File: src/rtl/riscv_debug_ring_link_buffer_if.sv
// Ring link bundle between two debug ring segments: one flit lane per channel
// with a valid/ready handshake and a last-of-packet marker.
interface riscv_debug_ring_link_buffer_if #(
   parameter int unsigned XLEN     = 64,
   parameter int unsigned CHANNELS = 2
);
   logic [CHANNELS-1:0][XLEN-1:0] data;
   logic [CHANNELS-1:0]           last;
   logic [CHANNELS-1:0]           valid;
   logic [CHANNELS-1:0]           ready;

   // Flit source side.
   modport master (output data, output last, output valid, input ready);
   // Flit sink side.
   modport slave  (input data, input last, input valid, output ready);
endinterface

File: src/rtl/riscv_debug_ring_link_buffer.sv
// Per-channel elastic buffer between two debug ring segments. Each channel owns
// an independent FIFO with a registered input ready, so there is no
// combinational ready path across segments. With STORE_FWD set, a channel only
// presents flits once a complete packet is buffered. Packets larger than the
// FIFO open an escape that runs cut-through until that packet's last flit
// leaves.
module riscv_debug_ring_link_buffer #(
   parameter int unsigned XLEN      = 64,
   parameter int unsigned CHANNELS  = 2,
   parameter int unsigned DEPTH     = 8,
   parameter int unsigned STORE_FWD = 0
) (
   input  logic                                      clk,
   input  logic                                      rst,
   riscv_debug_ring_link_buffer_if.slave             ring_in,
   riscv_debug_ring_link_buffer_if.master            ring_out,
   output logic [CHANNELS-1:0][$clog2(DEPTH+1)-1:0]  fill,
   output logic [CHANNELS-1:0][$clog2(DEPTH+1)-1:0]  pkt_cnt
);

   localparam int unsigned AW = $clog2(DEPTH);
   localparam int unsigned CW = $clog2(DEPTH + 1);
   localparam logic [CW-1:0] FULL = CW'(DEPTH);

   for (genvar c = 0; c < CHANNELS; c++) begin : g_ch
      logic [XLEN:0]   mem [DEPTH];
      logic [AW-1:0]   wr_ptr;
      logic [AW-1:0]   rd_ptr;
      logic [CW-1:0]   fill_q;
      logic [CW-1:0]   fill_d;
      logic [CW-1:0]   pkt_q;
      logic [CW-1:0]   pkt_d;
      logic            rdy_q;
      logic            open_q;
      logic            open_d;
      logic            full;
      logic            head_last;
      logic            out_valid;
      logic            push;
      logic            pop;
      logic            push_last;
      logic            pop_last;

      // Handshake decode and next-state for counters and the oversize escape.
      always_comb begin
         full      = (fill_q == FULL);
         head_last = mem[rd_ptr][XLEN];
         if (STORE_FWD != 0) begin
            out_valid = (fill_q != '0) & ((pkt_q != '0) | full | open_q);
         end else begin
            out_valid = (fill_q != '0);
         end
         push      = ring_in.valid[c] & rdy_q;
         pop       = out_valid & ring_out.ready[c];
         push_last = push & ring_in.last[c];
         pop_last  = pop & head_last;

         fill_d = fill_q;
         if (push && !pop) begin
            fill_d = fill_q + CW'(1);
         end else if (!push && pop) begin
            fill_d = fill_q - CW'(1);
         end

         pkt_d = pkt_q;
         if (push_last && !pop_last) begin
            pkt_d = pkt_q + CW'(1);
         end else if (!push_last && pop_last) begin
            pkt_d = pkt_q - CW'(1);
         end

         // A full FIFO with no complete packet can never release on its own,
         // so open the escape; it closes when the oversize packet's tail leaves.
         open_d = open_q;
         if (pop_last) begin
            open_d = 1'b0;
         end else if (full && (pkt_q == '0)) begin
            open_d = 1'b1;
         end
      end

      // Flit storage write; contents are intentionally left unreset.
      always_ff @(posedge clk) begin
         if (push) begin
            mem[wr_ptr] <= {ring_in.last[c], ring_in.data[c]};
         end
      end

      // Pointer, counter, ready and escape registers.
      always_ff @(posedge clk or negedge rst) begin
         if (!rst) begin
            wr_ptr <= '0;
            rd_ptr <= '0;
            fill_q <= '0;
            pkt_q  <= '0;
            rdy_q  <= 1'b0;
            open_q <= 1'b0;
         end else begin
            if (push) begin
               wr_ptr <= wr_ptr + AW'(1);
            end
            if (pop) begin
               rd_ptr <= rd_ptr + AW'(1);
            end
            fill_q <= fill_d;
            pkt_q  <= pkt_d;
            rdy_q  <= (fill_d != FULL);
            open_q <= open_d;
         end
      end

      assign ring_in.ready[c]  = rdy_q;
      assign ring_out.valid[c] = out_valid;
      assign ring_out.data[c]  = mem[rd_ptr][XLEN-1:0];
      assign ring_out.last[c]  = head_last;
      assign fill[c]           = fill_q;
      assign pkt_cnt[c]        = pkt_q;
   end

endmodule

File: src/flat_wrapper.sv
// flat-port wrapper written by rule: the top's interface ports become plain ports
module riscv_debug_ring_link_buffer_flat 
#(
   parameter int unsigned XLEN      = 64,
   parameter int unsigned CHANNELS  = 2,
   parameter int unsigned DEPTH     = 8,
   parameter int unsigned STORE_FWD = 0
)
  (clk, rst, fill, pkt_cnt, ring_in_data, ring_in_last, ring_in_valid, ring_in_ready, ring_out_data, ring_out_last, ring_out_valid, ring_out_ready);
  riscv_debug_ring_link_buffer_if #(.XLEN(XLEN), .CHANNELS(CHANNELS)) ring_in_i ();
  riscv_debug_ring_link_buffer_if #(.XLEN(XLEN), .CHANNELS(CHANNELS)) ring_out_i ();
  input  logic clk;
  input  logic rst;
  output logic [CHANNELS-1:0][$clog2(DEPTH+1)-1:0] fill;
  output logic [CHANNELS-1:0][$clog2(DEPTH+1)-1:0] pkt_cnt;
  input wire logic [$bits(ring_in_i.data)-1:0] ring_in_data;
  input wire logic [$bits(ring_in_i.last)-1:0] ring_in_last;
  input wire logic [$bits(ring_in_i.valid)-1:0] ring_in_valid;
  output wire logic [$bits(ring_in_i.ready)-1:0] ring_in_ready;
  output wire logic [$bits(ring_out_i.data)-1:0] ring_out_data;
  output wire logic [$bits(ring_out_i.last)-1:0] ring_out_last;
  output wire logic [$bits(ring_out_i.valid)-1:0] ring_out_valid;
  input wire logic [$bits(ring_out_i.ready)-1:0] ring_out_ready;
  assign ring_in_i.data = ring_in_data;
  assign ring_in_i.last = ring_in_last;
  assign ring_in_i.valid = ring_in_valid;
  assign ring_in_ready = ring_in_i.ready;
  assign ring_out_data = ring_out_i.data;
  assign ring_out_last = ring_out_i.last;
  assign ring_out_valid = ring_out_i.valid;
  assign ring_out_i.ready = ring_out_ready;
  riscv_debug_ring_link_buffer #(.XLEN(XLEN), .CHANNELS(CHANNELS), .DEPTH(DEPTH), .STORE_FWD(STORE_FWD)) u_core (.clk(clk), .rst(rst), .ring_in(ring_in_i), .ring_out(ring_out_i), .fill(fill), .pkt_cnt(pkt_cnt));
endmodule
File: config.mk
export PLATFORM = sky130hd
export DESIGN_NAME = riscv_debug_ring_link_buffer_flat
export DESIGN_NICKNAME = d
export VERILOG_FILES = /design/src/rtl/riscv_debug_ring_link_buffer_if.sv /design/src/rtl/riscv_debug_ring_link_buffer.sv /design/src/flat_wrapper.sv
export SDC_FILE = /design/constraint.sdc
export NUM_CORES = 1
export LEC_CHECK = 0
export ABC_AREA = 1
export CORE_AREA = 10 10 287 289
export DETAILED_ROUTE_END_ITERATION = 8
export DIE_AREA = 0 0 297 299
export PLACE_DENSITY_LB_ADDON = 0.15
export SYNTH_ARGS = -nofsm -noshare
export SYNTH_HDL_FRONTEND = slang
export SYNTH_SLANG_ARGS = --single-unit
File: constraint.sdc
create_clock -name clk -period 11.1 [get_ports clk]
set_input_delay 1.665 -clock clk [delete_from_list [all_inputs] [get_ports clk]]
set_output_delay 1.665 -clock clk [all_outputs]
set_load 0.005 [all_outputs]
==> key figures, run 1 <==
Setup path
  • CP required: around 9.4 ns
  • Setup crit start kind: register
  • FF-to-FF Start: u_core.g_ch[0].rd_ptr[1]
  • Kind of critical path: reg -> out
  • Worst R2R Setup Slack: around 6.7 ns
  • Crit path arrival time: 4.99 ns
  • Worst Setup End Kind: output pin
  • RR Endpoint: u_core.g_ch[0].pkt_q[3]
  • Worst Path Max Fanout: 97
  • Worst r2r path cells: 15

Place
  • Post-DP Area: ~45000 um^2
  • Input/output buffers: about 290
  • DPL Wire Length: a little over 50 mm
  • Placer congestion estimate: ~0.77

CTS
  • CTS resizes: 0
  • Quantity of hold-fixing buffers added after cts: 0
  • Total CTS buffers: 108
  • Sink Count: roughly 1100
  • Htree depth: 3
  • Clock slew at reported path FFs: approximately 0.060 ns
  • Clock Tree Buf Depth: 3
  • Clock Latency Late Sink: 0.66 ns
  • Setup Buffers After CTS: 0
  • Root Buffer: clkbuf_16
  • TritonCTS clock tree: yes

Timing
  • RSZ-0062 raised after global routing: no
  • Tcrit/Tclk final: between 50% and 60%
  • Tightest Pin Transition: approximately 1.2 ns
  • Number of hold violations in the final report: 0
  • Max Slew Vio Count: 0
  • Minimum clock period: 6.65 ns
  • Peak Freq: around 150 MHz
  • Slew margin rel.: 21.8%
  • Setup tns final: 0 ns
  • Endpoints failing setup: 0
  • Max Clock Skew: around 0.013 ns

Power and ir drop
  • Leak Pwr: between 0.015 and 0.02 uW
  • PwrDens: 281 nW/um^2
  • Maximum vdd ir drop: around 210 uV

Synthesis
  • Seq/Total Area, Yosys: 76.4%
  • Syn Nets: 3314
  • #FFs+latches synth: approximately 1100
  • Synth unique cells: 34
  • Post-synth ARST share: under 10%
  • Synth Flop Type: edfxtp_1
  • Mean cell area of the mapped netlist: between 10 and 15 um^2
  • Post-Syn Instances: around 3200
  • Syn. warnings: 0
  • Post-Syn Area: between 40000 and 50000 um^2
  • Post-synth EDFFs: around 1000

Floorplan
  • CORE AREA: ~77000 um^2
  • Die Height: about 300 um
  • Rows: approximately 100
  • Die Width: around 300 um
  • Starting density of the core: between 50% and 60%
  • # IOs: 286
  • Die area: approximately 89000 um^2

Global routing
  • Met2 Use GR: roughly 35%
  • Vias in the first global route: between 20000 and 30000
  • Met1 usage: between 20 and 30%
  • Initial antenna violation count: 14
  • Met3 Use GR: about 5.1%
  • Gr busiest metal: met2
  • Remaining Overflow, GRT: 0
  • First-pass GRT wire length: about 150 mm
  • Total track usage: 21.3%
  • Largest net degree at the start of global routing: around 170

Flow run
  • Max-Cap Viols: 0

Min path
  • Hold Path Origin: u_core.g_ch[1].pkt_q[2]
  • Hold Path Depth: 2
  • Hold/Removal Path Class: reg -> reg
  • Min-Delay Endpoint: u_core.g_ch[1].pkt_q[2]

Detailed routing
  • ANT nets after route: 0
  • Via/cell ratio: about 5.7
  • DRC: 0
  • 1st-iter DRT viols: about 2000
  • Wire per inst: 21.5 um
  • TritonRoute pass-1 iters: 5
  • Vias: between 20000 and 30000
  • Total Routed Length: ~97 mm

Finish
  • Design Area, Final: between 40000 and 50000 um^2
  • Layout cells sized above 1: under 10%
  • NumNets Final: between 3000 and 4000
  • P&R area growth vs syn: 16.8%
  • Final core occ: 63.7%

Status
  • Outcome: complete, no violations
cell usage in the layout, fill, tap and decap left out, types with 16 or more instances in the layout:
cell type and count:
o21ai_1 52, nor2_4 16, inv_1 26, o22ai_1 130, o21ai_0 476, nand3_1 18, clkbuf_1 17, nand2_1 70
clkinv_2 29, clkinv_1 17, buf_4 32, dfrtp_1 26, edfxtp_1 1040, a31oi_1 128, nor2_1 914, clkbuf_16 112
clkdlybuf4s50_1 285
final cells by class:
cell class	instances	area, um^2
repair buffers	317	3090
clock buffers	131	2890
well taps	1040	1300
inverters	32	145
clock inverters	72	707
fillers	5569	27800
flip-flops and latches	1070	32000
diodes	7	17.5
multi-input cells	1856	8700
critical path, stage by stage, from the launching register on:
cell and delay [ns]:
dfrtp_4 0.97, buf_4 0.90, buf_4 0.88, o21ai_0 0.24, o22ai_1 0.24, nor2_1 0.07, a31oi_1 0.35, clkdlybuf4s50_1 0.58
per-layer routing:
layer  wire (um)  part of all wire, %  up-vias
met5         106                 0.11        -
met4        1950                  2.0       16
met3        6520                  6.7      166
met2       47400                   49      714
met1       41300                   42    12900
li1            -                    -    12000
registers in the layout, indices dropped and copies added (netlist names):
signal              flops
u_core.g_ch.mem      1040
u_core.g_ch.pkt_q       8
u_core.g_ch.wr_ptr      6
u_core.g_ch.rd_ptr      6
u_core.g_ch.fill_q      8
u_core.g_ch.rdy_q       2
worst max path at each step:
stage	startpoint	endpoint	slack, ns	cells after the start
floorplan	ring_in_valid[0]	u_core.g_ch[0].mem[0][0]	5.77	3
global placement	u_core.g_ch[1].rd_ptr[0]	ring_out_data[76]	5.29	7
detailed placement	u_core.g_ch[1].rd_ptr[0]	ring_out_data[76]	5.18	7
CTS	u_core.g_ch[1].rd_ptr[0]	ring_out_data[76]	4.45	7
global route	u_core.g_ch[1].rd_ptr[0]	ring_out_data[76]	4.17	7
finish	u_core.g_ch[1].rd_ptr[0]	ring_out_data[76]	4.45	7
synth_stat cells, types with 4 or more instances:
| library cell | n | area share (%) |
|---|---|---|
| xor2_1 | 6 | 0.13 |
| xnor2_1 | 6 | 0.13 |
| edfxtp_1 | 1040 | 75 |
| buf_6 | 25 | 0.67 |
| nand2_1 | 70 | 0.63 |
| a21oi_1 | 6 | 0.072 |
| inv_1 | 26 | 0.23 |
| ha_1 | 14 | 0.42 |
| dfrtp_1 | 30 | 1.8 |
| o211ai_1 | 4 | 0.072 |
| clkbuf_1 | 91 | 0.82 |
| o21ai_0 | 476 | 5.7 |
| a31oi_1 | 128 | 1.9 |
| nor2_1 | 930 | 8.3 |
| o21ai_1 | 52 | 0.62 |
| nand3_1 | 18 | 0.22 |
| buf_4 | 20 | 0.36 |
| buf_2 | 63 | 0.75 |
| o22ai_1 | 130 | 1.9 |
power breakdown:
group          internal (uW)  switching (uW)  total (uW)
clock network           2140            1500        3640
logic                   1790            2870        4670
registers               5120             319        5440
logic make-up (layout without fill, tap and decap cells):
kind of cell / count (synthesis) / in the layout / synth area share (%)
DFF: 1070 / 1070 / 76.4
and+or+nand+nor: 1028 / 1028 / 9.33
AOI/OAI and AO/OA: 798 / 798 / 10.4
buffers and inverters: 236 / 552 / 3.07
adders and majority gates: 16 / 16 / 0.514
xor gates and xnor gates: 12 / 12 / 0.251
muxes: 2 / 2 / 0.0538
other: 0 / 7 / 0
stage by stage:
stage	cells	hold WS [ns]	total power [uW]	setup WS, ns
CTS	4518	0.524	13900	4.45
global route	4523	0.575	14500	4.17
detailed placement	4315	0.505	10200	5.18
global placement	4315	0.500	10100	5.29
floorplan	3162	0.485	8230	5.77
finish	4525	0.520	13700	4.45
Power figures use the tool's default switching activity.
==> run 2: changes to the inputs <==
CORE_AREA = 10 10 292 294   (was 10 10 287 289)
DIE_AREA = 0 0 302 304   (was 0 0 297 299)
clock period = 5.7 ns   (was 11.1 ns; I/O delays follow)
==> run 2 against run 1 <==
  * Global-route usage down 0.13 points
  * Worst hold slack got worse by 0.0012 ns
  * Sequential share of layout area is 0.33 points lower
  * Critical path depth did not move
  * Critical endpoint is now ring_out_data[38]
  * Die area rose by 3.4%
  * Combinational power grew 99%
  * Count of clock-buffer cells in the layout grew 6
  * Critical path type unchanged
  * Largest power group unchanged
  * Sequential cell count unchanged
  * Largest cell class unchanged
  * First-iteration DRC count up 11%
  * Core utilization down 2.0 points
  * Non-clock buffer count grew 13
  * Via count down 0.33%
==> key figures, run 2 (same netlist as run 1, synthesis figures left out) <==
Power and ir drop
  • Maximum vdd ir drop: 357 uV (was 212 uV)
  • PwrDens: 544 nW/um^2 (was 281 nW/um^2)
  • Leak Pwr: 0.0161 uW (about the same)
  • Design Power: 26700 uW (was 13700 uW)

Setup path
  • Worst Path Max Fanout: 47 (was 97)
  • Setup crit start kind: register (unchanged)
  • FF-to-FF Start: u_core.g_ch[0].rd_ptr[1] (unchanged)
  • Kind of critical path: reg -> out (unchanged)
  • RR Endpoint: u_core.g_ch[0].pkt_q[3] (unchanged)
  • Crit path arrival time: 3.97 ns (was 4.99 ns)
  • CP required: 4.85 ns (was 9.44 ns)
  • Worst R2R Setup Slack: 1.50 ns (was 6.67 ns)
  • Worst Setup End Kind: output pin (unchanged)
  • Worst r2r path cells: 15 (unchanged)

CTS
  • Root Buffer: clkbuf_16 (unchanged)
  • Setup Buffers After CTS: 0 (unchanged)
  • Quantity of hold-fixing buffers added after cts: 0 (unchanged)
  • Clock Latency Late Sink: 0.67 ns (was 0.66 ns)
  • TritonCTS clock tree: yes (unchanged)
  • Clock slew at reported path FFs: 0.06 ns (about the same)
  • Sink Count: 1070 (unchanged)
  • CTS resizes: 0 (unchanged)
  • Total CTS buffers: 106 (was 108)
  • Htree depth: 3 (unchanged)
  • Clock Tree Buf Depth: 3 (unchanged)

Detailed routing
  • DRC: 0 (unchanged)
  • Vias: 25700 (was 25800)
  • TritonRoute pass-1 iters: 5 (unchanged)
  • Via/cell ratio: 5.64 (was 5.71)
  • 1st-iter DRT viols: 2213 (was 1990)
  • ANT nets after route: 0 (unchanged)
  • Wire per inst: 21.7 um (was 21.5 um)
  • Total Routed Length: 98.9 mm (was 97.2 mm)

Timing
  • Tightest Pin Transition: 1.03 ns (was 1.17 ns)
  • Slew margin rel.: 31.2% (was 21.8%)
  • Minimum clock period: between 4 and 5 ns
  • Peak Freq: approximately 210 MHz
  • Endpoints failing setup: 0 (unchanged)
  • Max Slew Vio Count: 0 (unchanged)
  • Number of hold violations in the final report: 0 (unchanged)
  • Setup tns final: 0 ns (unchanged)
  • RSZ-0062 raised after global routing: no (unchanged)
  • Tcrit/Tclk final: roughly 85%
  • Max Clock Skew: 0.0240 ns (was 0.0130 ns)

Finish
  • Biggest register: u_core.g_ch.mem (unchanged)
  • Max FFs per register: 1040 (unchanged)
  • Commonest non-fill, non-tap cell in the layout: edfxtp_1 (unchanged)
  • Biggest regs: u_core.g_ch.mem: 1040 flops, u_core.g_ch.fill_q: 8 flops, u_core.g_ch.pkt_q: 8 flops (unchanged)
  • P&R area growth vs syn: 17.3% (was 16.8%)
  • Most frequent cells in the layout: edfxtp_1, nor2_1, o21ai_0 (unchanged)
  • NumNets Final: 3548 (was 3537)
  • Layout cells sized above 1: 6.77% (was 6.70%)
  • Fill cells: 5978 (was 5569)

Global routing
  • Total track usage: 21.2% (was 21.3%)
  • Remaining Overflow, GRT: 0 (unchanged)
  • First-pass GRT wire length: 152 mm (was 148 mm)
  • Vias in the first global route: 26200 (was 25800)
  • Largest net degree at the start of global routing: 215 (was 167)
  • Initial antenna violation count: 21 (was 14)

Flow run
  • Max-Cap Viols: 0 (unchanged)

Min path
  • Hold Path Depth: 2 (unchanged)
  • Hold Path Origin: u_core.g_ch[0].pkt_q[3] (was u_core.g_ch[1].pkt_q[2])
  • Min-Delay Endpoint: u_core.g_ch[0].pkt_q[3] (was u_core.g_ch[1].pkt_q[2])
  • Hold/Removal Path Class: reg -> reg (unchanged)

Floorplan
  • # IOs: 286 (unchanged)
  • Die area: 91800 um^2 (was 88800 um^2)
  • Die Width: 302 um (was 297 um)
  • Starting density of the core: 52.5% (was 54.6%)
  • Rows: 104 (was 102)
  • CORE AREA: 79600 um^2 (was 76700 um^2)
  • Die Height: 304 um (was 299 um)

Status
  • Outcome: complete, no violations (unchanged)

Place
  • DPL Wire Length: 52.8 mm (was 50.4 mm)
  • Input/output buffers: 285 (unchanged)
  • Placer congestion estimate: 0.778 (was 0.770)
-- run 2: critical path: stages, from the launching register on --
cell,delay [ns]
dfrtp_4,0.80
buf_4,0.52
buf_4,0.57
o21ai_0,0.18
o22ai_1,0.21
nor2_1,0.06
a31oi_1,0.30
clkdlybuf4s50_1,0.58
-- run 2: power breakdown --
group          switching, uW  internal [uW]  leakage (uW)
registers                542           9950       0.00979
clock network           2910           4020       0.00168
logic                   5690           3620       0.00462
-- run 2: cell type report --
type / count / area (um^2) / area share, %
tap: 1060 / 1330 / 2.70
antenna: 11 / 27.5 / 0.0561
timing repair buffer: 330 / 3400 / 6.93
clock buffer: 137 / 2900 / 5.91
inverter: 32 / 141 / 0.288
sequential: 1070 / 32000 / 65.2
multi-input combinational: 1856 / 8700 / 17.7
clock inverter: 63 / 603 / 1.23
-- run 2: stage by stage --
step	hold WS (ns)	util, %	setup WS (ns)	area, um^2	instances
global placement	0.493	57.2	1.61	45600	4348
global route	0.558	61.7	0.716	49100	4559
finish	0.519	61.7	0.876	49100	4559
CTS	0.522	61.6	0.869	49100	4548
detailed placement	0.508	57.2	1.55	45600	4348
floorplan	0.485	-	1.18	41800	3162
-- run 2: layer usage --
| metal | track usage, % | vias up | part of all wire (%) |
|---|---|---|---|
| li1 | - | 12000 | - |
| met1 | 28.7 | 12700 | 43 |
| met2 | 33.8 | 762 | 48 |
| met3 | 4.57 | 158 | 6.7 |
| met4 | 7.34 | 20 | 2.4 |
| met5 | 0 | - | 0.12 |
-- run 2: how the worst max path moves through the flow --
stage / startpoint / end / slack [ns] / depth (start not counted)
6_report: u_core.g_ch[0].rd_ptr[1] / ring_out_data[38] / 0.88 / 7
5_1_grt: u_core.g_ch[0].rd_ptr[1] / ring_out_data[50] / 0.72 / 7
4_1_cts: u_core.g_ch[0].rd_ptr[1] / ring_out_data[38] / 0.87 / 7
3_5_place_dp: u_core.g_ch[0].rd_ptr[1] / u_core.g_ch[0].pkt_q[3] / 1.55 / 15
3_3_place_gp: u_core.g_ch[0].rd_ptr[1] / u_core.g_ch[0].pkt_q[3] / 1.61 / 15
2_1_floorplan: ring_in_valid[0] / u_core.g_ch[0].mem[0][0] / 1.18 / 3
